<file path="config.mk">
export PLATFORM = sky130hd
export DESIGN_NAME = key_sched_ctrl
export DESIGN_NICKNAME = d
export VERILOG_FILES = /design/src/rtl/key_sched_ctrl.sv
export SDC_FILE = /design/constraint.sdc
export NUM_CORES = 2
export LEC_CHECK = 0
export CAP_MARGIN = 20
export CORE_ASPECT_RATIO = 1.25
export CORE_MARGIN = 2
export CORE_UTILIZATION = 48
export CTS_CLUSTER_DIAMETER = 80
export DETAILED_ROUTE_END_ITERATION = 7
export PLACE_DENSITY_LB_ADDON = 0.12
export SLEW_MARGIN = 20
export SYNTH_ARGS = -nofsm -noshare
export SYNTH_HDL_FRONTEND = slang
export SYNTH_SLANG_ARGS = --single-unit
export TNS_END_PERCENT = 50
</file>
<file path="constraint.sdc">
create_clock -name clk -period 39.6 [get_ports clk]
set_input_delay 5.94 -clock clk [delete_from_list [all_inputs] [get_ports clk]]
set_output_delay 5.94 -clock clk [all_outputs]
set_load 0.02 [all_outputs]
</file>
<file path="src/rtl/key_sched_ctrl.sv">
// key_sched_ctrl: AES-128 key schedule sequencer.
// Drives round_key_gen through one full expansion, keeps every round key in an
// internal store and then replays the schedule per data block, ascending for
// the cipher core or descending for the decipher core.
module key_sched_ctrl #(
  parameter int KEY_W  = 128,
  parameter int ROUNDS = 10,
  parameter int IDX_W  = 4
) (
  input  logic             clk,
  input  logic             rst,
  input  logic             key_in_valid,
  input  logic [KEY_W-1:0] key_in,
  output logic             key_in_ready,
  output logic             gen_dv,
  output logic [KEY_W-1:0] gen_cipher_key,
  output logic             gen_key_needed,
  input  logic [IDX_W-1:0] gen_rcon_addr,
  output logic [7:0]       gen_next_rcon,
  input  logic [KEY_W-1:0] gen_rkey,
  input  logic             gen_key_ready,
  input  logic             blk_start,
  input  logic             blk_dir,
  output logic             rk_valid,
  input  logic             rk_ready,
  output logic [KEY_W-1:0] rk_data,
  output logic [IDX_W-1:0] rk_round,
  output logic             keys_valid,
  output logic             blk_done
);

  typedef enum logic [2:0] {
    S_IDLE,
    S_START,
    S_CAPT,
    S_READY,
    S_SERVE
  } state_t;

  localparam logic [IDX_W-1:0] LAST_IDX = IDX_W'(ROUNDS);
  localparam logic [IDX_W-1:0] ONE_IDX  = IDX_W'(1);

  state_t           state_reg, state_next;
  logic [IDX_W-1:0] wr_idx_reg;
  logic [IDX_W-1:0] rd_idx_reg, rd_idx_next;
  logic             dir_reg;
  logic             gkr_d_reg;

  // Round-key store, one entry per round, filled once per key load.
  logic [KEY_W-1:0] store [0:ROUNDS];

  logic key_acc;
  logic cap;
  logic wr_last;
  logic blk_acc;
  logic rk_acc;
  logic rd_last;

  // key_in_ready is only ever high in IDLE/READY, so it alone qualifies a load.
  assign key_acc = key_in_valid & key_in_ready;
  // Capture only on a fresh rising edge so a held-high ready is not re-captured.
  assign cap     = (state_reg == S_CAPT) & gen_key_ready & ~gkr_d_reg;
  assign wr_last = (wr_idx_reg == LAST_IDX);
  // A pending key load beats a pending block request.
  assign blk_acc = (state_reg == S_READY) & blk_start & ~key_acc;
  assign rk_acc  = rk_valid & rk_ready;
  assign rd_last = dir_reg ? (rd_idx_reg == '0) : (rd_idx_reg == LAST_IDX);

  // RCON ROM, looked up directly from the generator's round counter.
  always_comb begin
    gen_next_rcon = 8'h00;
    case (gen_rcon_addr)
      IDX_W'(0): gen_next_rcon = 8'h01;
      IDX_W'(1): gen_next_rcon = 8'h02;
      IDX_W'(2): gen_next_rcon = 8'h04;
      IDX_W'(3): gen_next_rcon = 8'h08;
      IDX_W'(4): gen_next_rcon = 8'h10;
      IDX_W'(5): gen_next_rcon = 8'h20;
      IDX_W'(6): gen_next_rcon = 8'h40;
      IDX_W'(7): gen_next_rcon = 8'h80;
      IDX_W'(8): gen_next_rcon = 8'h1b;
      IDX_W'(9): gen_next_rcon = 8'h36;
      default:   gen_next_rcon = 8'h00;
    endcase
  end

  // Next-state and read-index selection.
  always_comb begin
    state_next  = state_reg;
    rd_idx_next = rd_idx_reg;
    case (state_reg)
      S_IDLE: begin
        if (key_acc) state_next = S_START;
      end
      S_START: begin
        state_next = S_CAPT;
      end
      S_CAPT: begin
        if (cap && wr_last) state_next = S_READY;
      end
      S_READY: begin
        if (key_acc) begin
          state_next = S_START;
        end else if (blk_acc) begin
          state_next  = S_SERVE;
          rd_idx_next = blk_dir ? LAST_IDX : '0;
        end
      end
      S_SERVE: begin
        if (rk_acc) begin
          if (rd_last) begin
            state_next = S_READY;
          end else begin
            rd_idx_next = dir_reg ? (rd_idx_reg - ONE_IDX) : (rd_idx_reg + ONE_IDX);
          end
        end
      end
      default: state_next = S_IDLE;
    endcase
  end

  // Control state and registered handshake/pulse outputs.
  always_ff @(posedge clk or posedge rst) begin
    if (rst) begin
      state_reg      <= S_IDLE;
      key_in_ready   <= 1'b0;
      gen_dv         <= 1'b0;
      gen_cipher_key <= '0;
      gen_key_needed <= 1'b0;
      wr_idx_reg     <= '0;
      rd_idx_reg     <= '0;
      dir_reg        <= 1'b0;
      gkr_d_reg      <= 1'b0;
      keys_valid     <= 1'b0;
      rk_valid       <= 1'b0;
      rk_round       <= '0;
      blk_done       <= 1'b0;
    end else begin
      state_reg      <= state_next;
      key_in_ready   <= (state_next == S_IDLE) || (state_next == S_READY);
      gen_dv         <= (state_next == S_START);
      gkr_d_reg      <= gen_key_ready;
      gen_key_needed <= cap & ~wr_last;
      rd_idx_reg     <= rd_idx_next;
      rk_valid       <= (state_next == S_SERVE);
      rk_round       <= (state_next == S_SERVE) ? rd_idx_next : '0;
      blk_done       <= rk_acc & rd_last;
      if (key_acc) begin
        gen_cipher_key <= key_in;
        wr_idx_reg     <= '0;
        keys_valid     <= 1'b0;
      end else if (cap) begin
        if (wr_last) keys_valid <= 1'b1;
        else         wr_idx_reg <= wr_idx_reg + ONE_IDX;
      end
      if (blk_acc) dir_reg <= blk_dir;
    end
  end

  // Store write port: one round key per capture edge.
  always_ff @(posedge clk) begin
    if (cap) store[wr_idx_reg] <= gen_rkey;
  end

  // Store read port: registered, follows the index the next cycle will present.
  always_ff @(posedge clk or posedge rst) begin
    if (rst) begin
      rk_data <= '0;
    end else if (state_next == S_SERVE) begin
      rk_data <= store[rd_idx_next];
    end
  end

endmodule
</file>
==> impl_metrics.env <==
export IMPL_crit_family="buffers and inverters"
export IMPL_drt_iter0_markers=3477
export IMPL_syn_area_mm2=0.0648
export IMPL_synthesis_instances=4831
export IMPL_fin_setup_tns_ns=0
export IMPL_final_nets=5555
export IMPL_period_share_pct=34.7
export IMPL_critical_path_endpoint_type="output pin"
export IMPL_yosysUniqueCellTypes=47
export IMPL_post_cts_resized=0
export IMPL_fmax_mhz=72.7
export IMPL_htreeDepth=4
export IMPL_layout_common_cells="1408 x edfxtp_1, 903 x nand2_1, 540 x clkdlybuf4s50_1, 537 x nor2_1, 394 x a21oi_1"
export IMPL_largestRegisters="store (1408), gen_cipher_key (128), rk_data (128)"
export IMPL_clock_path_buffers=3
export IMPL_hp_class="reg -> reg"
export IMPL_worstHoldStart="gen_cipher_key[5]"
export IMPL_grt_max_degree=200
export IMPL_postSynth_asyncResetShare_pct=16.5
export IMPL_worst_slack_ns=25.85
export IMPL_grt_pass1_vias=40428
export IMPL_crit_fanout=9
export IMPL_tightest_slew_ns=1.13
export IMPL_worstPathArrival_ns=7.81
export IMPL_power_density_mw_per_mm2=70.8
export IMPL_synth_ff_type="edfxtp_1"
export IMPL_first_pass_iters=6
export IMPL_seq_power_share_pct=40.6
export IMPL_setup_violations_final=0
export IMPL_cts_setup_buffers=0
export IMPL_place_gp_congestion=0.792
export IMPL_crit_path_cell_trace="clkdlybuf4s50_1 > or3b_2 > a21oi_1 > clkdlybuf4s50_1"
export IMPL_start_util_pct=48.4
export IMPL_peakVddDrop_uv=77.6
export IMPL_r2r_start="state_reg[1]"
export IMPL_rows=150
export IMPL_critPathMaxStageDelay_ns=0.62
export IMPL_period_needed_ns=13.75
export IMPL_ys_seq_area_share_pct=76.0
export IMPL_cts_tree="built"
export IMPL_ys_seq_elements=1687
export IMPL_switchingPower_mw=1.87
export IMPL_drv_cap=0
export IMPL_portBuffers=540
export IMPL_combPwrFrac_pct=31.3
export IMPL_internal_power_mw=3.59
export IMPL_ant_nets=0
export IMPL_die_y_um=415
export IMPL_cp_start_kind="primary input"
export IMPL_outcome="complete, no violations"
export IMPL_fill_cells=10652
export IMPL_pin_count=541
export IMPL_yosysWarnings=0
export IMPL_relSlewSlack_pct=24.9
export IMPL_worstSetupStartpoint="gen_rcon_addr[1]"
export IMPL_antenna_found_initial=21
export IMPL_synth_top_area_cell="edfxtp_1"
export IMPL_final_common_cell="edfxtp_1"
export IMPL_wirelength_mm=174
export IMPL_cpMaxStageDelayCell="clkdlybuf4s50_1"
export IMPL_clock_skew_final_ns=0.0250
export IMPL_grt_pass1_wl_mm=260
export IMPL_rsz0062_at_grt="false"
export IMPL_p_clk_share_pct=28.1
export IMPL_crit_top_cell="clkdlybuf4s50_1"
export IMPL_required_ns=33.66
export IMPL_numCtsBuffers=166
export IMPL_yosysTopAreaCellShare_pct=65.3
export IMPL_insertion_delay_ns=0.80
export IMPL_drive_gt1_share_pct=5.84
export IMPL_cts_hold_fix_buffers=0
export IMPL_sw_frac_of_total_pct=34.2
export IMPL_num_vias=40749
export IMPL_crit_type="in -> out"
export IMPL_top_register="store"
export IMPL_root_buffer="clkbuf_16"
export IMPL_drc=0
export IMPL_area_growth_pct=18.9
export IMPL_post_place_ws_ns=25.85
export IMPL_overflow=0
export IMPL_synth_area_leaders="edfxtp_1 65%, dfrtp_1 11%, nand2_1 5.2%, nor2_1 3.1%, a21oi_1 3.0%"
export IMPL_cts_clk_slew_worst_paths_ns=0.06
export IMPL_wl_per_cell_um=24.2
export IMPL_place_hpwl_mm=87.7
export IMPL_vias_per_cell=5.68
export IMPL_placeableCoreArea_mm2=0.134
export IMPL_die_w_um=333
export IMPL_die_area_mm2=0.138
export IMPL_track_usage_pct=24.9
export IMPL_drv_slew=0
export IMPL_power_leakage_nw=27.4
export IMPL_syn_avg_cell_area_um2=13.4
export IMPL_whs_ns=0.471
export IMPL_cts_sinks=1687
export IMPL_synth_edff_count=1408
export IMPL_finalPower_mw=5.45
export IMPL_largest_register_ffs=1408
export IMPL_syn_nets=5105
export IMPL_path_buf_inv=2
export IMPL_hold_violations=0
-- synth_stat cells, drive strengths merged (127+ instances only) --
master and number:
a21oi 395, clkbuf 183, dfrtp 279, nor3 261, nand2 904, nor2 541, edfxtp 1408, o32ai 127
mux2i 130, and2 130, buf 136, nor4 259
-- per-layer routing --
metal  wire (µm)  global-route usage [%]
met5         163                       0
met4        4400                    7.95
met3       11000                    4.76
met2       86000                    41.9
met1       72300                    32.7
-- power by group through the flow --
stage          sequential, mW  clock (mW)  combinational [mW]
2_1_floorplan            2.40           0               0.884
3_3_place_gp             2.25           0                1.70
3_5_place_dp             2.25           0                1.72
4_1_cts                  2.22        1.56                1.72
5_1_grt                  2.23        1.63                1.85
6_report                 2.21        1.53                1.71
-- final timing paths --
path	endpoint	slack, ns	cells past startpoint
max reg2reg	rk_data[34]	34.01	11
max in group asynchronous	gen_cipher_key[26]	31.88	4
min in group asynchronous	rk_data[76]	5.65	2
min reg2reg	gen_cipher_key[5]	0.47	2
min	gen_cipher_key[5]	0.47	2
max	gen_next_rcon[2]	25.85	4
-- final cells by class --
cell class	instances	area, µm²	area share [%]
timing repair buffer	601	5990	7.77
multi-input combinational	2816	14200	18.5
inverter	9	53.8	0.0698
clock inverter	69	567	0.736
sequential	1687	49300	63.9
antenna	8	20.0	0.0260
clock buffer	242	4740	6.15
tap	1748	2190	2.84
-- kinds of logic after synthesis --
| kind of cell | share of synthesized area (%) |
|---|---|
| xor+xnor | 0.0541 |
| compound gates | 4.99 |
| flops | 76.0 |
| mux | 2.01 |
| fa+ha+maj | 0.147 |
| buf+inv | 2.21 |
| simple gates | 14.5 |
-- tightest hold or removal path, delay by kind of cell, from the launching register on --
family           cells  cell delay [ns]
flip-flops           1             0.34
AND/OR/NAND/NOR      2             0.10
-- metrics by stage --
step	cell area, µm²	std cells	util, %
finish	77000	7180	57.6
global route	77000	7176	57.6
CTS	77000	7172	57.6
detailed placement	71700	6861	53.6
global placement	71700	6860	53.6
floorplan	64800	4831	-
Note: power is estimated with default switching activity, not from simulation.
